File: src/rtl/ccff_chain_loader.sv
// ccff_chain_loader: accepts bitstream words on a valid/ready stream and
// serializes them LSB first onto a configuration chain head, issuing one
// shift enable per bit for exactly CHAIN_LEN bits, then pulses done.
// Optional tail readback collector: define CCFF_READBACK_EN.
module ccff_chain_loader #(
  parameter int unsigned CHAIN_LEN = 40,
  parameter int unsigned WORD_W    = 32
) (
  input  logic                           prog_clk,
  input  logic                           pReset,
  input  logic                           start,
  input  logic                           abort,
  input  logic [WORD_W-1:0]              wr_data,
  input  logic                           wr_valid,
  output logic                           wr_ready,
  output logic                           ccff_head,
  output logic                           ccff_shift_en,
  input  logic                           ccff_tail,
  output logic                           busy,
  output logic                           done,
  output logic [$clog2(CHAIN_LEN+1)-1:0] bits_left
`ifdef CCFF_READBACK_EN
  ,
  output logic [WORD_W-1:0]              rb_data,
  output logic                           rb_valid
`endif
);

  localparam int unsigned BW     = $clog2(CHAIN_LEN + 1);
  localparam int unsigned IW     = (WORD_W > 1) ? $clog2(WORD_W) : 1;
  localparam int unsigned NWORDS = (CHAIN_LEN + WORD_W - 1) / WORD_W;
  localparam int unsigned WCW    = $clog2(NWORDS + 1);

  typedef enum logic [1:0] {
    IDLE = 2'd0,
    LOAD = 2'd1,
    DONE = 2'd2
  } state_t;

  state_t            state_q, state_nxt;
  logic [WORD_W-1:0] buf_q, buf_nxt;
  logic              buf_vld_q, buf_vld_nxt;
  logic [IW-1:0]     idx_q, idx_nxt;
  logic [WCW-1:0]    words_q, words_nxt;
  logic [BW-1:0]     bits_nxt;
  logic              head_nxt, shift_nxt, busy_nxt, done_nxt;
  logic              last_bit;

  // Next-state, datapath and output decode; wr_ready is a combinational handshake.
  always_comb begin
    state_nxt   = state_q;
    buf_nxt     = buf_q;
    buf_vld_nxt = buf_vld_q;
    idx_nxt     = idx_q;
    words_nxt   = words_q;
    bits_nxt    = bits_left;
    head_nxt    = ccff_head;
    shift_nxt   = 1'b0;
    done_nxt    = 1'b0;
    wr_ready    = 1'b0;
    last_bit    = buf_vld_q && (idx_q == IW'(WORD_W - 1));

    case (state_q)
      IDLE: begin
        if (start && !abort) begin
          state_nxt   = LOAD;
          bits_nxt    = BW'(CHAIN_LEN);
          buf_vld_nxt = 1'b0;
          idx_nxt     = '0;
          words_nxt   = '0;
        end
      end
      LOAD: begin
        // A word may be taken while the buffered word issues its last bit.
        wr_ready = !abort && (!buf_vld_q || last_bit) && (words_q < WCW'(NWORDS));
        if (abort) begin
          state_nxt   = IDLE;
          bits_nxt    = '0;
          buf_vld_nxt = 1'b0;
        end else begin
          if (buf_vld_q) begin
            head_nxt  = buf_q[idx_q];
            shift_nxt = 1'b1;
            bits_nxt  = bits_left - BW'(1);
            idx_nxt   = idx_q + IW'(1);
            if (last_bit) begin
              buf_vld_nxt = 1'b0;
            end
            // Final chain bit: leftover bits of the last word are dropped.
            if (bits_left == BW'(1)) begin
              state_nxt   = DONE;
              buf_vld_nxt = 1'b0;
            end
          end
          if (wr_valid && wr_ready) begin
            buf_nxt     = wr_data;
            buf_vld_nxt = 1'b1;
            idx_nxt     = '0;
            words_nxt   = words_q + WCW'(1);
          end
        end
      end
      DONE: begin
        state_nxt = IDLE;
        done_nxt  = !abort;
      end
      default: begin
        state_nxt = IDLE;
      end
    endcase

    busy_nxt = (state_nxt == LOAD);
  end

  // State, buffer and registered outputs.
  always_ff @(posedge prog_clk or negedge pReset) begin
    if (!pReset) begin
      state_q       <= IDLE;
      buf_q         <= '0;
      buf_vld_q     <= 1'b0;
      idx_q         <= '0;
      words_q       <= '0;
      bits_left     <= '0;
      ccff_head     <= 1'b0;
      ccff_shift_en <= 1'b0;
      busy          <= 1'b0;
      done          <= 1'b0;
    end else begin
      state_q       <= state_nxt;
      buf_q         <= buf_nxt;
      buf_vld_q     <= buf_vld_nxt;
      idx_q         <= idx_nxt;
      words_q       <= words_nxt;
      bits_left     <= bits_nxt;
      ccff_head     <= head_nxt;
      ccff_shift_en <= shift_nxt;
      busy          <= busy_nxt;
      done          <= done_nxt;
    end
  end

`ifdef CCFF_READBACK_EN
  logic [WORD_W-1:0] col_q, col_nxt, rb_data_nxt;
  logic [IW-1:0]     cnt_q, cnt_nxt;
  logic              rb_valid_nxt;

  // Collect the tail bit on every chain shift; flush full words and the final partial word.
  always_comb begin
    col_nxt      = col_q;
    cnt_nxt      = cnt_q;
    rb_data_nxt  = rb_data;
    rb_valid_nxt = 1'b0;
    if (abort || (state_q == IDLE && start)) begin
      col_nxt = '0;
      cnt_nxt = '0;
    end else if (ccff_shift_en) begin
      col_nxt[cnt_q] = ccff_tail;
      if ((cnt_q == IW'(WORD_W - 1)) || (state_q == DONE)) begin
        rb_valid_nxt = 1'b1;
        rb_data_nxt  = col_nxt;
        col_nxt      = '0;
        cnt_nxt      = '0;
      end else begin
        cnt_nxt = cnt_q + IW'(1);
      end
    end
  end

  // Readback collector registers.
  always_ff @(posedge prog_clk or negedge pReset) begin
    if (!pReset) begin
      col_q    <= '0;
      cnt_q    <= '0;
      rb_data  <= '0;
      rb_valid <= 1'b0;
    end else begin
      col_q    <= col_nxt;
      cnt_q    <= cnt_nxt;
      rb_data  <= rb_data_nxt;
      rb_valid <= rb_valid_nxt;
    end
  end
`else
  logic unused_tail;
  assign unused_tail = ccff_tail;
`endif

endmodule
File: config.mk
export PLATFORM = sky130hd
export DESIGN_NAME = ccff_chain_loader
export DESIGN_NICKNAME = d
export VERILOG_FILES = /design/src/rtl/ccff_chain_loader.sv
export SDC_FILE = /design/constraint.sdc
export NUM_CORES = 1
export LEC_CHECK = 0
export ABC_AREA = 1
export CAP_MARGIN = 30
export CORE_MARGIN = 5
export CORE_UTILIZATION = 40
export CTS_CLUSTER_SIZE = 10
export DETAILED_ROUTE_END_ITERATION = 7
export GPL_TIMING_DRIVEN = 0
export RECOVER_POWER = 100
export SLEW_MARGIN = 20
export SYNTH_ARGS = -nofsm -noshare
export SYNTH_HDL_FRONTEND = slang
export SYNTH_SLANG_ARGS = --single-unit
File: constraint.sdc
create_clock -name prog_clk -period 4.4 [get_ports prog_clk]
set_clock_uncertainty 0.1 [all_clocks]
set_input_delay 0.88 -clock prog_clk [delete_from_list [all_inputs] [get_ports prog_clk]]
set_output_delay 0.88 -clock prog_clk [all_outputs]
set_load 0.005 [all_outputs]
Word level (Yosys, flattened, before mapping)
Cells that the tools add are included.
Widths: inputs -> output; s select.
{"block": "word_totals", "input_bits": 38, "out_inout_bits": 11, "word_cells": 74, "register_bits": 52}
{"block": "op_classes", "n_lt_le_gt_ge": 2, "n_addsub": 3, "n_reduce_logical": 16, "mux": 32, "eq_ne": 10, "bitwise_logic": 1}
{"operator": "$mux 5", "count": 4}
{"operator": "$mux 6", "count": 3}
{"operator": "$mux 2", "count": 7}
{"operator": "$mux 1", "count": 12}
{"operator": "$pmux 6 s2", "count": 1}
{"operator": "$pmux 5 s2", "count": 1}
{"operator": "$reduce_and 3->1", "count": 3}
{"operator": "$pmux 2 s2", "count": 2}
{"operator": "$reduce_and 4->1", "count": 2}
{"operator": "$eq 6x1->1 const B", "count": 1}
{"operator": "$lt 5x6->1 const B", "count": 1}
{"operator": "$ne 2x2->1 const B", "count": 3}
{"operator": "$ne 3x3->1 const B", "count": 2}
{"operator": "$sub 6x1->6 const B", "count": 1}
{"operator": "$add 5x1->5 const B", "count": 1}
{"operator": "$bmux 1 s5", "count": 1}
{"operator": "$eq 5x5->1 const B", "count": 1}
{"operator": "$logic_and 1x1->1", "count": 5}
{"operator": "$eq 2x1->1 const B", "count": 2}
{"operator": "$add 2x1->2 const B", "count": 1}
{"operator": "$eq 2x2->1 const B", "count": 1}
{"operator": "$logic_not 1->1", "count": 2}
{"operator": "$logic_not 2->1", "count": 1}
{"operator": "$lt 2x2->1 const B", "count": 1}
{"operator": "other kinds (5)", "count": 5}

Depth between registers and ports, before layout
{"block": "depth", "word_depth": 9, "depth_mapped": 11, "depth_no_buf": 11}

Worst setup path after synthesis
No wires, ideal clock.
{"block": "synth_timing", "path_kind": "in2out", "startpoint": "input abort", "endpoint": "output wr_ready", "t_arrival_ps": 1502, "slack_ps": 1918, "path_stages": 4, "cell_sequence": "nor2_4 > inv_2 > nor3_4 > buf_4"}
{"block": "synth_between", "elab_chain_len": 4}
{"item": "start, declared", "line": "12", "source": "input logic abort,"}
{"item": "$logic_not 1->1", "line": "75", "source": "wr_ready = !abort && (!buf_vld_q || last_bit) && (words_q < WCW'(NWORDS));"}
{"item": "$logic_and 1x1->1 (2 in a row)", "line": "75"}
{"item": "$mux 1", "line": "63", "source": "case (state_q)"}
{"item": "end, declared", "line": "15", "source": "output logic wr_ready,"}
Every way passes these cells.

Final worst setup path
Same ends and word-level chain as after synthesis.

==> implementation parameters <==
Parameter                              Value

Outcome
  Outcome ... complete, but fails checks
  Failing checks ... max-capacitance violations, max-slew violations

Hold path
  Beginning of the worst hold path ... state_q[0]
  Kind of path behind the tightest hold check ... flip-flop to flip-flop
  Hold Path End ... done
  Instance count along the most critical hold path ... 1

Place
  RD Place Congestion ... 0.784
  Pre-CTS worst setup slack ... 0.628 ns
  Number of placed instances, taps included ... 443
  Hpwl dp ... 4300 um
  Buffers added on ports ... 46

Finish
  Antenna Diode Count ... 0
  Post-route non-filler standard cell count ... 448
  Share of cells above drive strength 1 ... 4.31%
  Area added between synthesis and finish ... 22.3%
  Number of nets at the end of the flow ... 415
  Post-route core utilization ... 49.9%

Route
  Wire per inst ... 13.0 um
  Via density per instance ... 4.96
  Vias post-DR ... 2220
  Number of DRC violations after detailed routing ... 0
  Sum of routed wire length over all layers ... 5810 um
  Number of iterations in the first detailed-routing pass ... 4
  Violation count after the first detailed-routing iteration ... 69
  Remaining number of nets flagged by the antenna check after routing ... 0

Die
  Row count ... 29
  Starting Density ... 40.8%
  Number of top-level design ports ... 49
  Core Area ... 6280 um2
  Width of the chip ... 90.1 um
  Die height ... 90.1 um
  Die Area ... 8110 um2

Logic synthesis
  Dominant combinational cell family by area after synthesis ... simple AND/OR/NAND/NOR gates
  Post-synthesis share of cell area spent on full adders, half adders and majority gates ... 1.95%
  Total of warnings raised by yosys ... 0
  Multiplexer share of the synthesized area ... 0%
  Post-synthesis xor/xnor area fraction ... 0.683%
  Synth unique cells ... 29
  Compound-gate portion of the synthesized area ... 4.73%
  Post-synthesis share of cell area spent on and, or, nand and nor gates ... 35.5%
  Net count after synthesis ... 362
  Synth Area per Inst ... 8.01 um2
  Gate count of the mapped netlist ... 320
  Synth Cell Area ... 2560 um2
  Count of state elements after synthesis ... 52
  Part of the Yosys area used for sequential elements ... 50.8%

STA
  Fin Setup TNS ... 0 ns
  Setup Viol. Count Final ... 0
  Remaining max-slew budget at the tightest pin ... -84.3%
  Time the worst path needs with I/O delays and setup ... 3.92 ns
  Peak Freq ... 0.255 GHz
  Crit share post-route ... 89.1%
  Max Slew Vio Count ... 53
  Min setup slack post-route ... 0.479 ns
  Hold violation total from the final report ... 0
  Actual transition at the worst max-transition pin ... 2.76 ns
  Setup repair after global routing missed its margin ... false

Worst setup path
  Highest fanout seen on the critical path ... 10
  Worst reg2reg path endpoint ... buf_q[13]
  Required time at the endpoint of the critical path ... 3.42 ns
  Worst R2R Start ... idx_q[0]
  Critical path launch point type ... primary input
  Critical path class ... primary input to primary output
  R2r setup slk ... 2.16 ns
  CP Capture Type ... primary output
  Arrival time of the worst setup path ... 2.94 ns
  FF-to-FF path depth ... 10

Global routing
  GRT overflow ... 0
  Maximum number of pins on one net before global-route repair ... 53
  Wire length of the first global-routing pass ... 10200 um
  Overall Global Routing Usage ... 15.0%
  Vias in the first global route ... 2204
  Initial antenna violation count ... 0

Clocking
  Number of resized instances in the post-cts repair step ... 0
  Number of clock sinks seen by CTS ... 52
  Max H-tree Level ... 2
  Number of clock buffers inserted by TritonCTS ... 5
  CTS tree ... yes
  Post-CTS setup-driven buffer insertion count ... 0
  Cts-stage hold buffer count ... 0
  Clock slew at the register clock pins of the worst setup and hold paths ... 0.08 ns
  Clock insertion delay at the later pin of the skew report ... 0.30 ns
  Worst-case clock buffer depth ... 2
  Clock root buffer ... clkbuf_8

Pwr
  Pwr Total ... 1750 uW
  Power density over the cells ... 559 nW/um2
  Worst vdd rail ir drop ... 0.278 mV
  Leakage ... 0.00156 uW

Job
  Count of maximum capacitance violations ... 1
-- cell type report --
cell class / count / area (um2)
multi-input combinational: 235 / 1070
tap: 77 / 96.3
buffer: 14 / 68.8
clock buffer: 5 / 68.8
timing repair buffer: 46 / 454
sequential: 52 / 1300
inverter: 19 / 71.3
fill: 651 / 3140
-- where the power goes --
part | total, uW | switching, uW | internal, uW
clock | 250 | 147 | 103
combinational | 715 | 420 | 296
sequential | 787 | 118 | 670
total | 1750 | 684 | 1070
-- per-stage QoR --
step / instance area, um2 / hold slack (ns)
global placement: 3120 / 0.354
floorplan: 2560 / 0.342
detailed placement: 3120 / 0.360
finish: 3130 / 0.380
global route: 3130 / 0.390
CTS: 3190 / 0.380
-- state kept, by name, indices dropped and copies added, names as in the netlist, 2 cells and up --
name,flops
bits_left,6
buf_q,32
idx_q,5
state_q,2
words_q,2
-- worst max-delay path, stage by stage --
cell and delay [ns]:
dlygate4sd3_1 0.61, nor2_1 0.20, inv_1 0.16, nor3_4 0.34, buf_4 0.24, clkdlybuf4s50_1 0.51
-- per-layer routing --
layer	global-route usage [%]	wire, um	part of all wire (%)	vias to the layer above
met3	3.34	296	5.1	6
met5	0	0	0	-
met2	25.3	2770	48	40
li1	-	-	-	1141
met1	19.5	2680	46	1033
met4	3.47	59	1.0	0
-- cell usage in the layout (no fill, tap or decap), types with 4 or more instances in the layout --
| master | n |
|---|---|
| clkbuf_8 | 5 |
| o21ai_0 | 8 |
| clkdlybuf4s50_1 | 34 |
| a21oi_1 | 6 |
| dlygate4sd3_1 | 11 |
| buf_2 | 4 |
| ha_1 | 4 |
| nor2_1 | 11 |
| inv_1 | 16 |
| dfrtp_1 | 52 |
| nand3_1 | 65 |
| nand2_1 | 126 |
| clkbuf_1 | 7 |
-- cells in the mapped netlist, drive strengths merged --
master	instances	share of area [%]
nand2	127	19
nand3	65	13
dfrtp	52	51
inv	18	2.6
buf	11	3.1
nor2	11	2.0
o21ai	8	1.6
a21oi	6	1.2
ha	4	2.0
a22oi	3	0.88
clkbuf	3	0.44
nor3	3	1.0
nand4	2	0.73
o22ai	2	0.49
clkinv	1	0.15
o21bai	1	0.29
o2bb2ai	1	0.34
xnor2	1	0.34
xor2	1	0.34
-- cell families after synthesis --
family / after synthesis
and+or+nand+nor: 208
AOI/OAI and AO/OA: 21
DFF: 52
buffers and inverters: 33
xor gates and xnor gates: 2
adders and majority gates: 4
-- how the worst max path moves through the flow --
stage               startpoint  endpoint
floorplan                abort  wr_ready
global placement         abort  wr_ready
detailed placement       abort  wr_ready
CTS                      abort  wr_ready
global route             abort  wr_ready
finish                   abort  wr_ready
No activity file was read; power rests on OpenSTA's default activity.
